### src/rtl/fabric_config_loader_pkg.sv
// Shared types and constants for the fabric configuration loader.
package fabric_cfg_pkg;

    typedef enum logic [2:0] {
        IDLE,
        ADDR,
        DATA,
        CHECK,
        WRITE,
        ERROR
    } cfg_state_e;

    localparam logic [7:0] SYNC      = 8'hA5;   // frame start
    localparam logic [7:0] ENDC      = 8'h5A;   // end of configuration

    localparam int         LT_BITS   = 33;      // 32 LUT bits + registered-output select
    localparam int         SB_BITS   = 16;      // switch-box configure word
    localparam int         ASM_BYTES = 5;       // assembler depth in bytes (40 bits)

    localparam logic [2:0] LT_NBYTES = 3'd5;
    localparam logic [2:0] SB_NBYTES = 3'd2;

    localparam logic       TYPE_LT   = 1'b0;
    localparam logic       TYPE_SB   = 1'b1;

    // Number of DATA bytes carried by a frame of the given target type.
    function automatic logic [2:0] frame_nbytes(input logic frame_type);
        return (frame_type == TYPE_SB) ? SB_NBYTES : LT_NBYTES;
    endfunction

endpackage

### src/rtl/fabric_config_loader_if.sv
// Host byte stream into the loader: valid/ready handshake with one byte per transfer.
interface fabric_config_loader_if;

    logic       cfg_valid;
    logic [7:0] cfg_byte;
    logic       cfg_ready;

    // Host / boot side drives bytes.
    modport master (
        output cfg_valid,
        output cfg_byte,
        input  cfg_ready
    );

    // Loader side consumes bytes.
    modport slave (
        input  cfg_valid,
        input  cfg_byte,
        output cfg_ready
    );

endinterface

### src/rtl/fabric_config_loader_assembler.sv
// Little-endian 40-bit word assembler with a running XOR over the loaded bytes.
module fabric_cfg_assembler
    import fabric_cfg_pkg::*;
(
    input  logic        clock,
    input  logic        reset,
    input  logic        clear,
    input  logic        load,
    input  logic [2:0]  byte_idx,
    input  logic [7:0]  byte_in,
    output logic [39:0] word,
    output logic [7:0]  chk
);

    logic [39:0] word_q;
    logic [7:0]  chk_q;

    // Drop each byte into its slot and fold it into the checksum; clear zeroes the
    // upper bytes so short (switch-box) frames come out zero-extended.
    always_ff @(posedge clock) begin
        // NOTE: state registers use non-blocking assignments so every flop samples
        // pre-edge values; the assembler is a handful of flops, so it is reset too.
        if (reset || clear) begin
            word_q <= '0;
            chk_q  <= '0;
        end else if (load) begin
            for (int i = 0; i < ASM_BYTES; i++) begin
                if (byte_idx == 3'(i)) begin
                    word_q[i*8 +: 8] <= byte_in;
                end
            end
            chk_q <= chk_q ^ byte_in;
        end
    end

    assign word = word_q;
    assign chk  = chk_q;

endmodule

### src/rtl/fabric_config_loader.sv
// Framed configuration byte loader: parses SYNC/ADDR/DATA/CHK frames and issues
// one write strobe per good frame; keeps the fabric in clear until ENDC.
module fabric_config_loader
    import fabric_cfg_pkg::*;
#(
    parameter int N_LT = 17,
    parameter int N_SB = 41
) (
    input  logic                  clock,
    input  logic                  reset,
    fabric_config_loader_if.slave host,
    output logic                  cfg_we,
    output logic                  cfg_type,
    output logic [6:0]            cfg_addr,
    output logic [LT_BITS-1:0]    cfg_data,
    output logic                  fabric_en,
    output logic                  cfg_done,
    output logic                  cfg_err,
    output logic [7:0]            frame_cnt
);

    localparam logic [7:0] LT_LIMIT = 8'(N_LT);
    localparam logic [7:0] SB_LIMIT = 8'(N_SB);

    cfg_state_e         state_q, state_d;
    logic               accept;
    logic               frame_type_q;
    logic [6:0]         frame_idx_q;
    logic [2:0]         byte_cnt_q;
    logic               addr_ok, chk_ok, last_byte;
    logic               asm_clear, asm_load;
    logic [39:0]        asm_word;
    logic [7:0]         asm_chk;
    logic               asm_unused;
    logic               cfg_type_q;
    logic [6:0]         cfg_addr_q;
    logic [LT_BITS-1:0] cfg_data_q;
    logic               fabric_en_q, cfg_done_q, cfg_err_q;
    logic [7:0]         frame_cnt_q;

    assign accept    = host.cfg_valid & host.cfg_ready;
    assign addr_ok   = host.cfg_byte[7] ? ({1'b0, host.cfg_byte[6:0]} < SB_LIMIT)
                                        : ({1'b0, host.cfg_byte[6:0]} < LT_LIMIT);
    // The checksum also covers the ADDR byte, which is held in the frame registers.
    assign chk_ok    = host.cfg_byte == (asm_chk ^ {frame_type_q, frame_idx_q});
    assign last_byte = byte_cnt_q == (frame_nbytes(frame_type_q) - 3'd1);
    // Bits 39:33 of the assembled word are discarded.
    assign asm_unused = ^asm_word[39:LT_BITS];

    fabric_cfg_assembler u_assembler (
        .clock    (clock),
        .reset    (reset),
        .clear    (asm_clear),
        .load     (asm_load),
        .byte_idx (byte_cnt_q),
        .byte_in  (host.cfg_byte),
        .word     (asm_word),
        .chk      (asm_chk)
    );

    // State register.
    always_ff @(posedge clock) begin
        if (reset) state_q <= IDLE;
        else       state_q <= state_d;
    end

    // Next-state decode; frames advance only on accepted bytes.
    always_comb begin
        // NOTE: default first so every path assigns state_d and no latch is inferred.
        state_d = state_q;
        case (state_q)
            IDLE:    if (accept && host.cfg_byte == SYNC) state_d = ADDR;
            ADDR:    if (accept) state_d = addr_ok ? DATA : ERROR;
            DATA:    if (accept && last_byte) state_d = CHECK;
            CHECK:   if (accept) state_d = chk_ok ? WRITE : ERROR;
            WRITE:   state_d = IDLE;
            ERROR:   state_d = ERROR;
            default: state_d = IDLE;
        endcase
    end

    // State-decoded outputs and assembler controls.
    always_comb begin
        cfg_we         = (state_q == WRITE);
        host.cfg_ready = (state_q != WRITE);
        asm_clear      = accept && (state_q == ADDR);
        asm_load       = accept && (state_q == DATA);
    end

    // Frame header capture and DATA byte counter.
    always_ff @(posedge clock) begin
        if (reset) begin
            frame_type_q <= TYPE_LT;
            frame_idx_q  <= '0;
            byte_cnt_q   <= '0;
        end else if (accept && state_q == ADDR) begin
            frame_type_q <= host.cfg_byte[7];
            frame_idx_q  <= host.cfg_byte[6:0];
            byte_cnt_q   <= '0;
        end else if (accept && state_q == DATA) begin
            byte_cnt_q   <= byte_cnt_q + 3'd1;
        end
    end

    // Write-port registers and frame counter, loaded only on entry to WRITE.
    always_ff @(posedge clock) begin
        if (reset) begin
            cfg_type_q  <= TYPE_LT;
            cfg_addr_q  <= '0;
            cfg_data_q  <= '0;
            frame_cnt_q <= '0;
        end else if (state_q == CHECK && state_d == WRITE) begin
            cfg_type_q  <= frame_type_q;
            cfg_addr_q  <= frame_idx_q;
            cfg_data_q  <= (frame_type_q == TYPE_SB)
                           ? {{(LT_BITS-SB_BITS){1'b0}}, asm_word[SB_BITS-1:0]}
                           : asm_word[LT_BITS-1:0];
            if (frame_cnt_q != 8'hFF) frame_cnt_q <= frame_cnt_q + 8'd1;
        end
    end

    // Fabric enable / done / sticky error status.
    always_ff @(posedge clock) begin
        if (reset) begin
            fabric_en_q <= 1'b0;
            cfg_done_q  <= 1'b0;
            cfg_err_q   <= 1'b0;
        end else if (state_d == ERROR) begin
            fabric_en_q <= 1'b0;
            cfg_done_q  <= 1'b0;
            cfg_err_q   <= 1'b1;
        end else if (accept && state_q == IDLE) begin
            if (host.cfg_byte == SYNC) begin
                fabric_en_q <= 1'b0;
                cfg_done_q  <= 1'b0;
            end else if (host.cfg_byte == ENDC) begin
                fabric_en_q <= 1'b1;
                cfg_done_q  <= 1'b1;
            end
        end
    end

    assign cfg_type  = cfg_type_q;
    assign cfg_addr  = cfg_addr_q;
    assign cfg_data  = cfg_data_q;
    assign fabric_en = fabric_en_q;
    assign cfg_done  = cfg_done_q;
    assign cfg_err   = cfg_err_q;
    assign frame_cnt = frame_cnt_q;

endmodule

### src/flat_wrapper.sv
// flat-port wrapper written by rule: the top's interface ports become plain ports
module fabric_config_loader_flat import fabric_cfg_pkg::*;
#(
    parameter int N_LT = 17,
    parameter int N_SB = 41
)
  (clock, reset, cfg_we, cfg_type, cfg_addr, cfg_data, fabric_en, cfg_done, cfg_err, frame_cnt, host_cfg_valid, host_cfg_byte, host_cfg_ready);
  fabric_config_loader_if host_i ();
  input  logic clock;
  input  logic reset;
  output logic cfg_we;
  output logic cfg_type;
  output logic [6:0] cfg_addr;
  output logic [LT_BITS-1:0] cfg_data;
  output logic fabric_en;
  output logic cfg_done;
  output logic cfg_err;
  output logic [7:0] frame_cnt;
  input wire logic [$bits(host_i.cfg_valid)-1:0] host_cfg_valid;
  input wire logic [$bits(host_i.cfg_byte)-1:0] host_cfg_byte;
  output wire logic [$bits(host_i.cfg_ready)-1:0] host_cfg_ready;
  assign host_i.cfg_valid = host_cfg_valid;
  assign host_i.cfg_byte = host_cfg_byte;
  assign host_cfg_ready = host_i.cfg_ready;
  fabric_config_loader #(.N_LT(N_LT), .N_SB(N_SB)) u_core (.clock(clock), .reset(reset), .host(host_i), .cfg_we(cfg_we), .cfg_type(cfg_type), .cfg_addr(cfg_addr), .cfg_data(cfg_data), .fabric_en(fabric_en), .cfg_done(cfg_done), .cfg_err(cfg_err), .frame_cnt(frame_cnt));
endmodule
### config.mk
export PLATFORM = sky130hd
export DESIGN_NAME = fabric_config_loader_flat
export DESIGN_NICKNAME = d
export VERILOG_FILES = /design/src/rtl/fabric_config_loader_pkg.sv /design/src/rtl/fabric_config_loader_if.sv /design/src/rtl/fabric_config_loader_assembler.sv /design/src/rtl/fabric_config_loader.sv /design/src/flat_wrapper.sv
export SDC_FILE = /design/constraint.sdc
export NUM_CORES = 1
export LEC_CHECK = 0
export CAP_MARGIN = 25
export CORE_ASPECT_RATIO = 0.6
export CORE_MARGIN = 2
export CORE_UTILIZATION = 30
export CTS_BUF_LIST = sky130_fd_sc_hd__clkbuf_4 sky130_fd_sc_hd__clkbuf_8 sky130_fd_sc_hd__clkbuf_16
export CTS_CLUSTER_SIZE = 25
export DETAILED_ROUTE_END_ITERATION = 16
export HOLD_SLACK_MARGIN = 0.02
export MAX_ROUTING_LAYER = met4
export SKIP_LAST_GASP = 1
export SYNTH_ARGS = -nofsm -noshare
export SYNTH_HDL_FRONTEND = slang
export SYNTH_HIERARCHICAL = 1
export SYNTH_SLANG_ARGS = --single-unit
### constraint.sdc
create_clock -name clock -period 7.05 [get_ports clock]
set_input_delay 0.705 -clock clock [delete_from_list [all_inputs] [get_ports clock]]
set_output_delay 0.705 -clock clock [all_outputs]
set_load 0.02 [all_outputs]
==> run summary <==
* **run status** finished, final reports clean
* **Design Area, Final** 5910 µm²
* **number of rows created at floorplan** 35
* **slowest cell delay on critical path** 0.72 ns
* **count of filler cells inserted in the layout** 1514
* **flop-to-flop setup slack** 4.21 ns
* **Slew HR** 0.518
* **kind of path behind the tightest hold check** flop to flop
* **Final #Nets** 545
* **RSZ-0062 raised after global routing** no
* **depth of the worst register-to-register path** 5
* **share of cells above drive strength 1** 0.134
* **Net Count, Synth** 505
* **Area growth syn-to-layout** 21.9%
* **GR Overflow Total** 0
* **area of combinational cells with multiple inputs** 2520 µm²
* **post-detailed-placement half-perimeter wirelength** 8.25 mm
* **source of the critical timing path** host_cfg_byte[5]
* **Crit path required time** 7.28 ns
* **Slowest-stage cell, CP** sky130_fd_sc_hd__clkdlybuf4s50_1
* **worst-path cell chain** clkdlybuf4s50_1 > xnor3_2 > nand3_4 > or4_4 > nor4b_1 > mux2_2
* **final RePlAce weighted congestion** 0.816
* **via count** 3716
* **maximum level of the CTS H-tree** 3
* **Post-Synthesis Mean Instance Area** 9.85 µm²
* **setup_tns** 0 ns
* **FF+latch area** 2120 µm²
* **First-pass DRT Iterations** 4
* **data arrival time at the worst-slack endpoint** 3.34 ns
* **Final Max Slew Viols** 0
* **Vias/cell** 5.02
* **Max FO, Critical Path** 26
* **cell area after technology mapping** 4850 µm²
* **Post-route DRC** 0
* **met3 track demand over resource** 0.0360
* **detailed router's first-iteration violation count** 223
* **aggregate routed wire length** 12.1 mm
* **horizontal die dimension** 168 µm
* **clock slew seen by the registers of the worst setup and hold paths** 0.07 ns
* **number of antenna violations at the first check in global routing** 0
* **instance count of the mapped netlist** 492
* **Ys Warns** 6
* **reg2reg start** u_core/frame_type_q
* **crit share post-route** 0.441
* **core outline area** 15600 µm²
* **Hold Fails Final Rpt** 0
* **Post-Place Cell Area** 5600 µm²
* **crit end category** flop
* **Worst setup endpoint** u_core/frame_cnt[4]
* **final antenna-violating net count** 0
* **root buffer cell** sky130_fd_sc_hd__clkbuf_16
* **R2R Path End** u_core/frame_cnt[4]
* **WS Path Type** input pin to flop
* **most used routing layer in global routing** met1
* **total chip power** 0.00112 W
* **TritonCTS clock tree** yes
* **vertical extent of the die** 102 µm
* **measured slew at the worst slew-check pin** 0.722 ns
* **commonest non-fill, non-tap cells in the layout** 106 x sky130_fd_sc_hd__dfxtp_1, 63 x sky130_fd_sc_hd__clkdlybuf4s50_1, 58 x sky130_fd_sc_hd__mux2i_1, 46 x sky130_fd_sc_hd__nand2_1, 43 x sky130_fd_sc_hd__a21oi_1
* **global-route track usage on met1** 0.220
* **Die Outline Area** 17200 µm²
* **fin util** 0.379
* **CTS resizes** 0
* **commonest non-fill, non-tap cell in the layout** sky130_fd_sc_hd__dfxtp_1
* **buffer depth of the longest clock path** 2
* **Worst Skew** 0.0109 ns
* **Leak Pwr** 2.16 nW
* **Total GRT Usage** 0.147
* **clock latency at the later pin of the worst-skew pair** 0.34 ns
* **minimum clock period after layout** 3.11 ns
* **pin count of the biggest net entering global routing** 111
* **diodes inserted** 0
* **post-cts hold buffer count** 0
* **number of sinks on the clock net** 106
* **first-pass GRT wire length** 19.0 mm
* **Critical Path Start Type** input pin
* **number of buffers added for setup after CTS** 0
* **number of buffers inserted by port buffering** 64
* **power per cell area** 190 nW/µm²
* **WL/cell** 16.4 µm
* **maximum VDD drop** 0.000124 V
* **ports placed on the boundary** 65
* **number of global-route vias before repair** 3429
* **f_max** 322 MHz
* **endpoints failing setup** 0
* **total clock buffers created by CTS** 9
* **initial standard-cell utilization of the core** 0.311
* **Max-cap violations** 0
* **GRT met2 Usage** 0.196
-- state kept, by name (all words and copies together), names as in the netlist --
register and flops:
u_core/cfg_data 33, u_core/u_assembler/word 33, u_core/frame_cnt 8, u_core/u_assembler/chk 8
u_core/cfg_addr 7, u_core/frame_idx_q 7, u_core/byte_cnt_q 3, u_core/state_q 3
u_core/cfg_done 1, u_core/cfg_err 1, u_core/cfg_type 1, u_core/frame_type_q 1
-- routing by layer --
layer  share of wire  up-vias
met4          0.0060        0
met3           0.062        7
met2            0.40       94
met1            0.54     1794
li1                -     1821
met5               0        -
-- where the power goes --
| part | total (W) | internal (W) | switching (W) |
|---|---|---|---|
| logic | 0.0000446 | 0.0000170 | 0.0000276 |
| clock network | 0.000481 | 0.000255 | 0.000226 |
| registers | 0.000598 | 0.000598 | 0.000000187 |
-- critical path: cells and delay by family --
family	cells	cell delay, ns
simple gates	3	1.20
xor+xnor	1	0.34
buf+inv	1	0.72
mux	1	0.36
-- cell type report --
type / instances / area share
Multi-Input combinational cell: 338 / 0.427
Sequential cell: 106 / 0.359
Timing Repair Buffer: 70 / 0.119
Tap cell: 203 / 0.0430
Clock buffer: 11 / 0.0417
Clock inverter: 5 / 0.00635
Inverter: 7 / 0.00445
-- worst min path at each step --
stage	slack, ns	from	end	cells past startpoint
after CTS	0.46	u_core/cfg_data[21]	u_core/cfg_data[21]	2
final	0.46	u_core/cfg_data[21]	u_core/cfg_data[21]	2
after detailed placement	0.45	u_core/cfg_data[21]	u_core/cfg_data[21]	2
after global routing	0.48	u_core/cfg_data[19]	u_core/cfg_data[19]	2
after global placement	0.44	u_core/cfg_data[27]	u_core/cfg_data[27]	2
after floorplan	0.45	u_core/frame_idx_q[5]	u_core/frame_idx_q[5]	2
-- through the flow --
stage          cells  hold WS, ns  setup slack, ns
2_1_floorplan    492        0.449             4.42
3_3_place_gp     723        0.442             3.65
3_5_place_dp     723        0.448             3.57
4_1_cts          739        0.459             3.94
5_1_grt          740        0.478             3.80
6_report         740        0.458             3.94
No activity file was read; power rests on OpenSTA's default activity.
